--- config.mk ---
export PLATFORM = sky130hd
export DESIGN_NAME = pulse_voice_sched
export DESIGN_NICKNAME = d
export VERILOG_FILES = /design/src/rtl/pulse_voice_sched.sv
export SDC_FILE = /design/constraint.sdc
export NUM_CORES = 1
export LEC_CHECK = 0
export ABC_AREA = 1
export BUFFER_PORTS_ARGS = -buffer_cell sky130_fd_sc_hd__buf_4
export CAP_MARGIN = 30
export CORE_ASPECT_RATIO = 1.25
export CORE_UTILIZATION = 55
export DETAILED_ROUTE_END_ITERATION = 6
export PLACE_DENSITY_LB_ADDON = 0.08
export SLEW_MARGIN = 20
export SYNTH_ARGS = -nofsm -noshare
export SYNTH_HDL_FRONTEND = slang
export SYNTH_SLANG_ARGS = --single-unit
--- constraint.sdc ---
create_clock -name clk -period 34.8 [get_ports clk]
set_input_delay 8.7 -clock clk [delete_from_list [all_inputs] [get_ports clk]]
set_output_delay 8.7 -clock clk [all_outputs]
set_load 0.02 [all_outputs]
--- src/rtl/pulse_voice_sched.sv ---
// pulse_voice_sched: shares one pulse-wave shaper across NVOICE voices.
// A free-running divider produces a sample tick. Each tick walks the voices
// in order, presents every enabled voice's phase/width to the shaper (one
// request per cycle), sums the shaper's registered replies and emits their
// average as one mix sample.
module pulse_voice_sched #(
  parameter int NVOICE = 4,
  parameter int DIV    = 64
) (
  input  logic                      clk,
  input  logic                      reset,
  input  logic                      we,
  input  logic [$clog2(NVOICE)+1:0] addr,
  input  logic [31:0]               wdata,
  output logic                      sh_ena,
  output logic [31:0]               sh_phs,
  output logic [11:0]               sh_width,
  input  logic [15:0]               sh_out,
  input  logic                      sh_valid,
  output logic [15:0]               mix_out,
  output logic                      mix_valid,
  output logic                      ovf
);

  localparam int LOG2N = $clog2(NVOICE);
  localparam int CW    = $clog2(DIV);
  localparam int ACCW  = 16 + LOG2N;

  localparam logic [1:0] IDLE  = 2'd0;
  localparam logic [1:0] RUN   = 2'd1;
  localparam logic [1:0] DRAIN = 2'd2;
  localparam logic [1:0] DONE  = 2'd3;

  localparam logic [LOG2N-1:0] LAST_V  = LOG2N'(NVOICE - 1);
  localparam logic [CW-1:0]    CNT_MAX = CW'(DIV - 1);

  // Host write decode
  logic [LOG2N-1:0] wr_voice;
  logic [1:0]       wr_sel;
  assign wr_voice = addr[LOG2N+1:2];
  assign wr_sel   = addr[1:0];

  // Divider / tick
  logic [CW-1:0] cnt_q, cnt_d;
  logic          tick;

  // Sequencer state
  logic [1:0]             state_q, state_d;
  logic [LOG2N-1:0]       vidx_q, vidx_d;
  logic signed [ACCW-1:0] acc_q, acc_d;
  logic signed [ACCW-1:0] samp;
  logic                   mix_done;

  // Issue selection: which voice gets registered onto the shaper port next
  logic             issue_go;
  logic [LOG2N-1:0] issue_idx;
  logic             issue_en;

  // Per-voice state gathered for the issue mux
  logic [NVOICE-1:0][31:0] phase_all;
  logic [NVOICE-1:0][11:0] width_all;
  logic [NVOICE-1:0]       en_all;

  // Registered outputs
  logic        sh_ena_q;
  logic [31:0] sh_phs_q;
  logic [11:0] sh_width_q;
  logic [15:0] mix_out_q;
  logic        mix_valid_q;
  logic        ovf_q;

  assign tick  = (cnt_q == CNT_MAX);
  assign cnt_d = tick ? '0 : cnt_q + CW'(1);

  // Free-running sample divider
  always_ff @(posedge clk or posedge reset) begin
    if (reset) cnt_q <= '0;
    else       cnt_q <= cnt_d;
  end

  // Pick the voice to present next: voice 0 on the tick, then each following
  // voice while walking. Outputs are registered, so the choice is made one
  // cycle ahead of the cycle in which sh_ena is seen.
  always_comb begin
    issue_go  = 1'b0;
    issue_idx = '0;
    if (state_q == IDLE && tick) begin
      issue_go = 1'b1;
    end else if (state_q == RUN && vidx_q != LAST_V) begin
      issue_go  = 1'b1;
      issue_idx = vidx_q + LOG2N'(1);
    end
  end

  assign issue_en = issue_go && en_all[issue_idx];

  genvar gi;
  generate
    for (gi = 0; gi < NVOICE; gi++) begin : g_voice
      logic        hit;
      logic [31:0] freq_q;
      logic [31:0] phase_q;
      logic [11:0] width_q;
      logic        en_q;

      assign hit = we && (wr_voice == LOG2N'(gi));

      // Voice registers; a phase-clear write beats the issue-time increment
      always_ff @(posedge clk or posedge reset) begin
        if (reset) begin
          freq_q  <= '0;
          phase_q <= '0;
          width_q <= '0;
          en_q    <= 1'b0;
        end else begin
          if (hit && wr_sel == 2'd0) freq_q  <= wdata;
          if (hit && wr_sel == 2'd1) width_q <= wdata[11:0];
          if (hit && wr_sel == 2'd2) en_q    <= wdata[0];
          if (hit && wr_sel == 2'd2 && wdata[1])
            phase_q <= '0;
          else if (issue_en && issue_idx == LOG2N'(gi))
            phase_q <= phase_q + freq_q;
        end
      end

      assign phase_all[gi] = phase_q;
      assign width_all[gi] = width_q;
      assign en_all[gi]    = en_q;
    end
  endgenerate

  // Shaper request port; phase/width hold their last value for idle voices
  always_ff @(posedge clk or posedge reset) begin
    if (reset) begin
      sh_ena_q   <= 1'b0;
      sh_phs_q   <= '0;
      sh_width_q <= '0;
    end else begin
      sh_ena_q <= issue_en;
      if (issue_en) begin
        sh_phs_q   <= phase_all[issue_idx];
        sh_width_q <= width_all[issue_idx];
      end
    end
  end

  assign samp = sh_valid ? {{LOG2N{sh_out[15]}}, sh_out} : '0;

  // Sequencer next state: IDLE -> RUN (one cycle per voice) -> DRAIN -> DONE.
  // DRAIN catches the last reply, which lags its request by one cycle.
  always_comb begin
    state_d  = state_q;
    vidx_d   = vidx_q;
    acc_d    = acc_q;
    mix_done = 1'b0;
    case (state_q)
      IDLE: begin
        acc_d = '0;
        if (tick) begin
          state_d = RUN;
          vidx_d  = '0;
        end
      end
      RUN: begin
        acc_d = acc_q + samp;
        if (vidx_q == LAST_V) state_d = DRAIN;
        else                  vidx_d  = vidx_q + LOG2N'(1);
      end
      DRAIN: begin
        acc_d    = acc_q + samp;
        state_d  = DONE;
        mix_done = 1'b1;
      end
      DONE: begin
        state_d = IDLE;
      end
      default: begin
        state_d = IDLE;
      end
    endcase
  end

  // Sequencer registers
  always_ff @(posedge clk or posedge reset) begin
    if (reset) begin
      state_q <= IDLE;
      vidx_q  <= '0;
      acc_q   <= '0;
    end else begin
      state_q <= state_d;
      vidx_q  <= vidx_d;
      acc_q   <= acc_d;
    end
  end

  // Mix result is loaded as DRAIN ends so it is valid throughout DONE.
  // The sum of NVOICE 16-bit values always fits ACCW bits, and the shift
  // brings the average back into 16-bit range.
  always_ff @(posedge clk or posedge reset) begin
    if (reset) begin
      mix_out_q   <= '0;
      mix_valid_q <= 1'b0;
    end else begin
      mix_valid_q <= mix_done;
      if (mix_done) mix_out_q <= 16'(acc_d >>> LOG2N);
    end
  end

  // Sticky overrun: a tick arriving mid-sequence is dropped
  always_ff @(posedge clk or posedge reset) begin
    if (reset)                         ovf_q <= 1'b0;
    else if (tick && state_q != IDLE)  ovf_q <= 1'b1;
  end

  assign sh_ena    = sh_ena_q;
  assign sh_phs    = sh_phs_q;
  assign sh_width  = sh_width_q;
  assign mix_out   = mix_out_q;
  assign mix_valid = mix_valid_q;
  assign ovf       = ovf_q;

endmodule

==> results of run 1 <==
power by group through the flow:
stage                     Sequential [uW]  Combinational (uW)  Clock [uW]
after floorplan                       547                 215           0
after global placement                559                 278           0
after detailed placement              560                 286           0
after CTS                             553                 289         487
after global routing                  559                 330         503
final                                 554                 293         482
cells in the final DEF, fill, tap and decap left out, drive strengths merged, types with 2 or more instances in the layout:
master / count
dfrtp: 399
bufinv: 5
a31oi: 5
ha: 147
clkinvlp: 2
clkinv: 12
o21ai: 354
inv: 399
a22o: 8
a21o: 4
nand3: 261
a21oi: 194
nor2: 208
nand2: 1379
nand4: 19
xor2: 24
xnor2: 43
and2: 3
nand3b: 14
o21bai: 9
nor3: 12
fa: 5
buf: 137
clkbuf: 56
synthesized netlist by cell type, types with 6 or more instances:
cell      count  area [um^2]
nand2_1    1371         5146
dfrtp_1     399         9985
inv_1       391         1468
o21ai_0     325         1627
nand3_1     259         1296
nor2_1      198        743.2
a21oi_1     194        970.9
ha_1        147         1839
clkbuf_1     51        191.4
xnor2_1      43        376.6
o21ai_1      29        145.1
buf_2        26        130.1
xor2_1       24        210.2
nand4_1      19        118.9
nand3b_1     14        105.1
nor3_1       12        60.06
o21bai_1      9        67.56
a22o_1        8        70.07
inv_2         6        22.52
nand2_2       6        37.54
nor2_8        6        120.1
state kept, by name, summed over array words and instances, names as in the netlist:
register / flops
sh_width: 12
acc_q: 18
g_voice.phase_q: 128
mix_valid: 1
vidx_q: 2
cnt_q: 6
g_voice.freq_q: 128
g_voice.width_q: 48
g_voice.en_q: 4
sh_ena: 1
state_q: 2
ovf: 1
sh_phs: 32
mix_out: 16
worst register-to-register path, delay by kind of cell, from the launching register on:
family / cells / cell delay, ns
adders and majority gates: 1 / 0.36
buffers and inverters: 2 / 0.13
DFF: 1 / 0.47
and+or+nand+nor: 8 / 2.44
logic make-up (layout without fill, tap and decap cells):
logic type      Yosys count  after routing  synth area share
flops                   399            399            0.3969
other cells               0              1                 0
xor+xnor                 67             67           0.02333
simple gates           1898           1898            0.3092
buf+inv                 489            611           0.07625
compound gates          575            575            0.1172
fa+ha+maj               152            152           0.07709
layer usage:
layer,share of wire,vias to the layer above
met5,0,-
met4,0.048,0
met3,0.058,198
met2,0.48,721
met1,0.41,11449
li1,-,11654
cell type report:
class / instances / area, um^2
fill: 4165 / 17070
multi-input combinational: 2692 / 13270
sequential: 399 / 9985
inverter: 398 / 1501
timing repair buffer: 137 / 1190
clock buffer: 56 / 1166
tap: 578 / 723.2
clock inverter: 20 / 267.8
antenna: 1 / 2.502
metrics by stage:
| stage | setup WS, ns | util | hold slack (ns) |
|---|---|---|---|
| after global placement | 23.81 | 0.5849 | 0.4497 |
| after detailed placement | 23.93 | 0.5871 | 0.4705 |
| final | 24.53 | 0.6221 | 0.4705 |
| after floorplan | 15.00 | - | 0.4329 |
| after CTS | 24.54 | 0.6189 | 0.4776 |
| after global routing | 24.36 | 0.6220 | 0.4975 |
path summary, 6_finish.rpt:
check / from / endpoint / slack (ns) / cells past startpoint
worst max-delay path: addr[2] / g_voice[2].phase_q[1]$_DFFE_PP0P_ / 24.53 / 8
worst min-delay path: cnt_q[0]$_DFF_PP0_ / cnt_q[0]$_DFF_PP0_ / 0.47 / 1
worst max register to register: vidx_q[0]$_DFFE_PP0P_ / g_voice[0].phase_q[25]$_DFFE_PP0P_ / 31.33 / 11
worst min register to register: cnt_q[0]$_DFF_PP0_ / cnt_q[0]$_DFF_PP0_ / 0.47 / 1
max in group asynchronous: reset / g_voice[1].freq_q[27]$_DFFE_PP0P_ / 25.30 / 5
min in group asynchronous: reset / mix_out[4]$_DFFE_PP0P_ / 8.07 / 2
==> impl_metrics.py, run 1 <==
metrics = {
    "run_status": {
        "status": "completed",
    },
    "route": {
        "dr.pass1.iters": 7,
        "drc_errors": 0,
        "first_iter_violations": 1782,
        "vias": 24022,
        "ant_nets": 0,
        "post_drt_wl_per_cell_um": 18.82,
        "via_per_inst": 5.611,
        "routed_wl_um": 80570,
    },
    "global_route": {
        "antenna_found_initial": 2,
        "grt_max_degree": 129,
        "grt_use_met3": 0.04234,
        "grt_pass1_vias": 23511,
        "use_met1": 0.4301,
        "use_met2": 0.6062,
        "overflow": 0,
        "top_usage_layer": "met2",
        "grt_pass1_wl_um": 125300,
        "track_usage": 0.3470,
    },
    "clock_tree": {
        "post_cts_buffers": 0,
        "ctsResizeCount": 0,
        "cts_buffers": 44,
        "cts_tree": "done",
        "clkTransAtPathRegs_ns": 0.06,
        "clk_latency_ns": 0.61,
        "cts_buffer_depth": 3,
        "cts-root-buf": "clkbuf_16",
        "htree_levels": 2,
        "holdBufCountCts": 0,
        "cts_sinks": 399,
    },
    "floorplanning": {
        "die_height_um": 241.1,
        "io_pins": 119,
        "initial_utilization": 0.5569,
        "core-area_mm2": 0.04517,
        "rows": 87,
        "die_width_um": 193.3,
        "die-area_mm2": 0.04660,
    },
    "synthesis": {
        "syn_area_per_cell_um2": 7.027,
        "ys_seq_area_frac": 0.3969,
        "ys.flop_type": "dfrtp_1",
        "synthArstFlopShare": 1.000,
        "syn-num-nets": 3788,
        "yosysWarningCount": 0,
        "ys_ff_latch": 399,
        "synth_edf_count": 0,
        "synthCells": 3580,
        "netlist_area_mm2": 0.02516,
        "ys_types": 36,
    },
    "timing": {
        "setup_viol": 0,
        "max_slew.worst_pin.slew_ns": 0.9288,
        "finalSetupTns_ns": 0,
        "period_share": 0.2950,
        "hold_viol": 0,
        "fin_crit_ns": 10.27,
        "finClkSkew_ns": 0.02071,
        "max_freq_mhz": 97.40,
        "maxSlewHeadroom": 0.3808,
        "timing.final.max_slew_violations": 0,
        "rsz0062_at_grt": "false",
    },
    "finish": {
        "final_area_mm2": 0.02810,
        "stdcell_count": 4281,
        "fin_nets": 3880,
        "layout-drive-gt1-share": 0.06375,
        "area_growth_pct": 11.71,
    },
    "placement": {
        "port_buffers": 118,
        "hpwlAfterDp_um": 61000,
        "dp_cells": 4198,
        "place.gp.congestion": 0.9659,
        "placement.cell_area_mm2": 0.02652,
    },
    "setup_path": {
        "arrival_ns": 10.75,
        "slowest_delay_ns": 0.46,
        "path_cells": "buf_4 -> nor3_1 -> nand2_1 -> nor2_1 -> inv_1 -> nand3_1 -> inv_2 -> a22o_1",
        "crit_family": "simple AND/OR/NAND/NOR gates",
        "critPathBufInv": 3,
        "worstSetupEndpointType": "flip-flop",
        "worst_setup_path_start_kind": "primary input",
        "worstPathMaxFanout": 18,
        "path_class": "primary input to flip-flop",
        "slowest_stage": "nand3_1",
        "required_ns": 35.29,
    },
    "pwr": {
        "p_comb_frac": 0.220,
        "swShare": 0.3264,
        "internal_power_uw": 895.1,
        "powerDensity_mw_per_mm2": 47.29,
        "power.clock.fraction": 0.363,
        "ir_drop_uv": 43.88,
        "p_seq_frac": 0.417,
        "p_switching_uw": 433.7,
        "total_power_uw": 1329,
        "p_leak_uw": 0.01533,
    },
    "min_path": {
        "hold_path_class": "flip-flop to flip-flop",
    },
    "flow_run": {
        "drv_cap": 0,
    },
}
No activity file was read; power rests on OpenSTA's default activity.
==> run 2: changes to the inputs <==
==> constraint.sdc (replaced) <==
create_clock -name clk -period 8.7 [get_ports clk]
set_input_delay 2.175 -clock clk [delete_from_list [all_inputs] [get_ports clk]]
set_output_delay 2.175 -clock clk [all_outputs]
set_load 0.02 [all_outputs]
==> run 2 against run 1 <==
Net effect:
- the flow now finishes with violations (DRC)
- die area is the same
- sequential power increased to 4.0 times the previous value
- first-iteration DRC count decreased by 6.3%
- design area fell by 0.29%
- non-clock buffer count is 6 lower
- total power grew to 4.0 times the previous value
- critical path depth stayed put
- global-route usage shrank 0.47 points
- clock power grew to 4.0 times the previous value
- sequential share of layout area increased by 0.10 points
- via count shrank 1.0%
- final cell count shrank 0.19%
- largest power group unchanged
- highest routed layer unchanged
==> impl_metrics.py, run 2 (synthesized netlist as in run 1, its figures left out) <==
metrics = {
    "setup_path": {
        "worst_setup_path_start_kind": "primary input",
        "arrival_ns": 4.21,
        "worstSetupEndpointType": "flip-flop",
        "required_ns": 9.19,
        "worstPathMaxFanout": 18,
        "path_class": "primary input to flip-flop",
    },
    "pwr": {
        "power.clock.fraction": 0.363,
        "total_power_uw": 5305,
        "ir_drop_uv": 162.9,
        "p_switching_uw": 1716,
        "internal_power_uw": 3590,
        "p_leak_uw": 0.01530,
        "swShare": 0.3234,
        "p_seq_frac": 0.418,
        "p_comb_frac": 0.219,
        "powerDensity_mw_per_mm2": 189.3,
    },
    "clock_tree": {
        "post_cts_buffers": 0,
        "holdBufCountCts": 0,
        "htree_levels": 2,
        "cts_sinks": 399,
        "ctsResizeCount": 0,
        "cts_buffer_depth": 3,
        "clkTransAtPathRegs_ns": 0.06,
        "cts-root-buf": "clkbuf_16",
        "clk_latency_ns": 0.60,
        "cts_tree": "done",
        "cts_buffers": 43,
    },
    "route": {
        "post_drt_wl_per_cell_um": 18.59,
        "dr.pass1.iters": 7,
        "ant_nets": 0,
        "first_iter_violations": 1669,
        "via_per_inst": 5.564,
        "vias": 23774,
        "drc_errors": 4,
        "routed_wl_um": 79420,
    },
    "global_route": {
        "grt_pass1_vias": 23107,
        "antenna_found_initial": 2,
        "track_usage": 0.3423,
        "overflow": 0,
        "grt_pass1_wl_um": 123700,
        "grt_max_degree": 168,
    },
    "min_path": {
        "hold_path_class": "flip-flop to flip-flop",
    },
    "floorplanning": {
        "rows": 87,
        "die_width_um": 193.3,
        "die-area_mm2": 0.04660,
        "io_pins": 119,
        "core-area_mm2": 0.04517,
        "die_height_um": 241.1,
        "initial_utilization": 0.5569,
    },
    "finish": {
        "final_cell_mix": "nand2_1, dfrtp_1, inv_1, o21ai_0, nand3_1",
        "top_regs": "g_voice.freq_q: 128 flops, g_voice.phase_q: 128 flops, g_voice.width_q: 48 flops",
        "post-route-util": 0.6203,
        "stdcell_count": 4273,
        "layout-drive-gt1-share": 0.06390,
        "fin_nets": 3873,
        "num-fill-cells": 4196,
        "final_common_cell": "nand2_1",
        "area_growth_pct": 11.39,
    },
    "timing": {
        "period_share": 0.4285,
        "fin_crit_ns": 3.728,
        "timing.final.max_slew_violations": 0,
        "finClkSkew_ns": 0.01899,
        "hold_viol": 0,
        "max_slew.worst_pin.slew_ns": 1.013,
        "maxSlewHeadroom": 0.3249,
        "setup_viol": 0,
        "rsz0062_at_grt": "false",
        "max_freq_mhz": 268.2,
        "holdWs_ns": 0.4733,
        "finalSetupTns_ns": 0,
    },
    "placement": {
        "port_buffers": 118,
        "hpwlAfterDp_um": 60590,
        "place.gp.congestion": 1.010,
        "dp_cells": 4196,
    },
    "run_status": {
        "violations": "DRC",
        "status": "finished, violations left",
    },
    "flow_run": {
        "drv_cap": 0,
    },
}
run 2: cell count changes in the layout (fill, tap and decap cells not counted):
| cell | before | now |
|---|---|---|
| clkinv_2 | 8 | 12 |
| clkbuf_1 | 10 | 1 |
| buf_8 | 0 | 1 |
| diode_2 | 1 | 2 |
| clkinvlp_4 | 2 | 3 |
| buf_16 | 6 | 1 |
| clkinv_8 | 1 | 2 |
| buf_4 | 127 | 123 |
| inv_8 | 1 | 0 |
| buf_12 | 3 | 5 |
| clkbuf_8 | 2 | 7 |
| buf_6 | 1 | 0 |
| clkinv_4 | 2 | 0 |
| inv_6 | 1 | 0 |
run 2: worst max-delay path: stages:
cell and delay [ns]:
buf_4 0.12, nor3_1 0.35, nand2_1 0.20, nor2_1 0.14
inv_1 0.07, nand3_1 0.46, inv_2 0.38, a22o_1 0.31
run 2: per-stage QoR:
stage          worst slack [ns]  area (um^2)
2_1_floorplan             1.153        25160
3_3_place_gp              4.367        26430
3_5_place_dp              4.307        26510
4_1_cts                   4.925        27960
5_1_grt                   4.751        28020
6_report                  4.972        28020
run 2: routing by layer:
| layer | track usage | wire, um |
|---|---|---|
| met5 | 0 | 0 |
| met4 | 0.1362 | 3037 |
| met3 | 0.04472 | 4936 |
| met2 | 0.6126 | 39410 |
| met1 | 0.4194 | 32040 |
run 2: path summary, 6_finish.rpt:
| path | startpoint | to | slack, ns | cells past startpoint |
|---|---|---|---|---|
| min reg2reg | cnt_q[0]$_DFF_PP0_ | cnt_q[0]$_DFF_PP0_ | 0.47 | 1 |
| max reg2reg | state_q[1]$_DFFE_PP0P_ | g_voice[2].phase_q[19]$_DFFE_PP0P_ | 5.24 | 10 |
| min in group asynchronous | reset | g_voice[0].width_q[5]$_DFFE_PP0P_ | 1.65 | 3 |
| max | addr[2] | g_voice[2].phase_q[0]$_DFFE_PP0P_ | 4.97 | 8 |
| max in group asynchronous | reset | g_voice[0].freq_q[23]$_DFFE_PP0P_ | 5.47 | 5 |
| min | cnt_q[0]$_DFF_PP0_ | cnt_q[0]$_DFF_PP0_ | 0.47 | 1 |
run 2: area by class of cell:
type	instances	area, um^2	area share
Clock inverter	22	277.8	0.009912
Timing Repair Buffer	131	1091	0.03894
Sequential cell	399	9985	0.3563
Inverter	398	1498	0.05345
Multi-Input combinational cell	2692	13270	0.4734
Clock buffer	51	1176	0.04197
Tap cell	578	723.2	0.02581
Antenna cell	2	5.005	0.0001786
run 2: power by group through the flow:
stage	clock [uW]	sequential [uW]	combinational, uW
2_1_floorplan	0	2190	859
6_report	1930	2220	1160
5_1_grt	2010	2240	1310
3_3_place_gp	0	2240	1110
3_5_place_dp	0	2240	1150
4_1_cts	1950	2210	1150
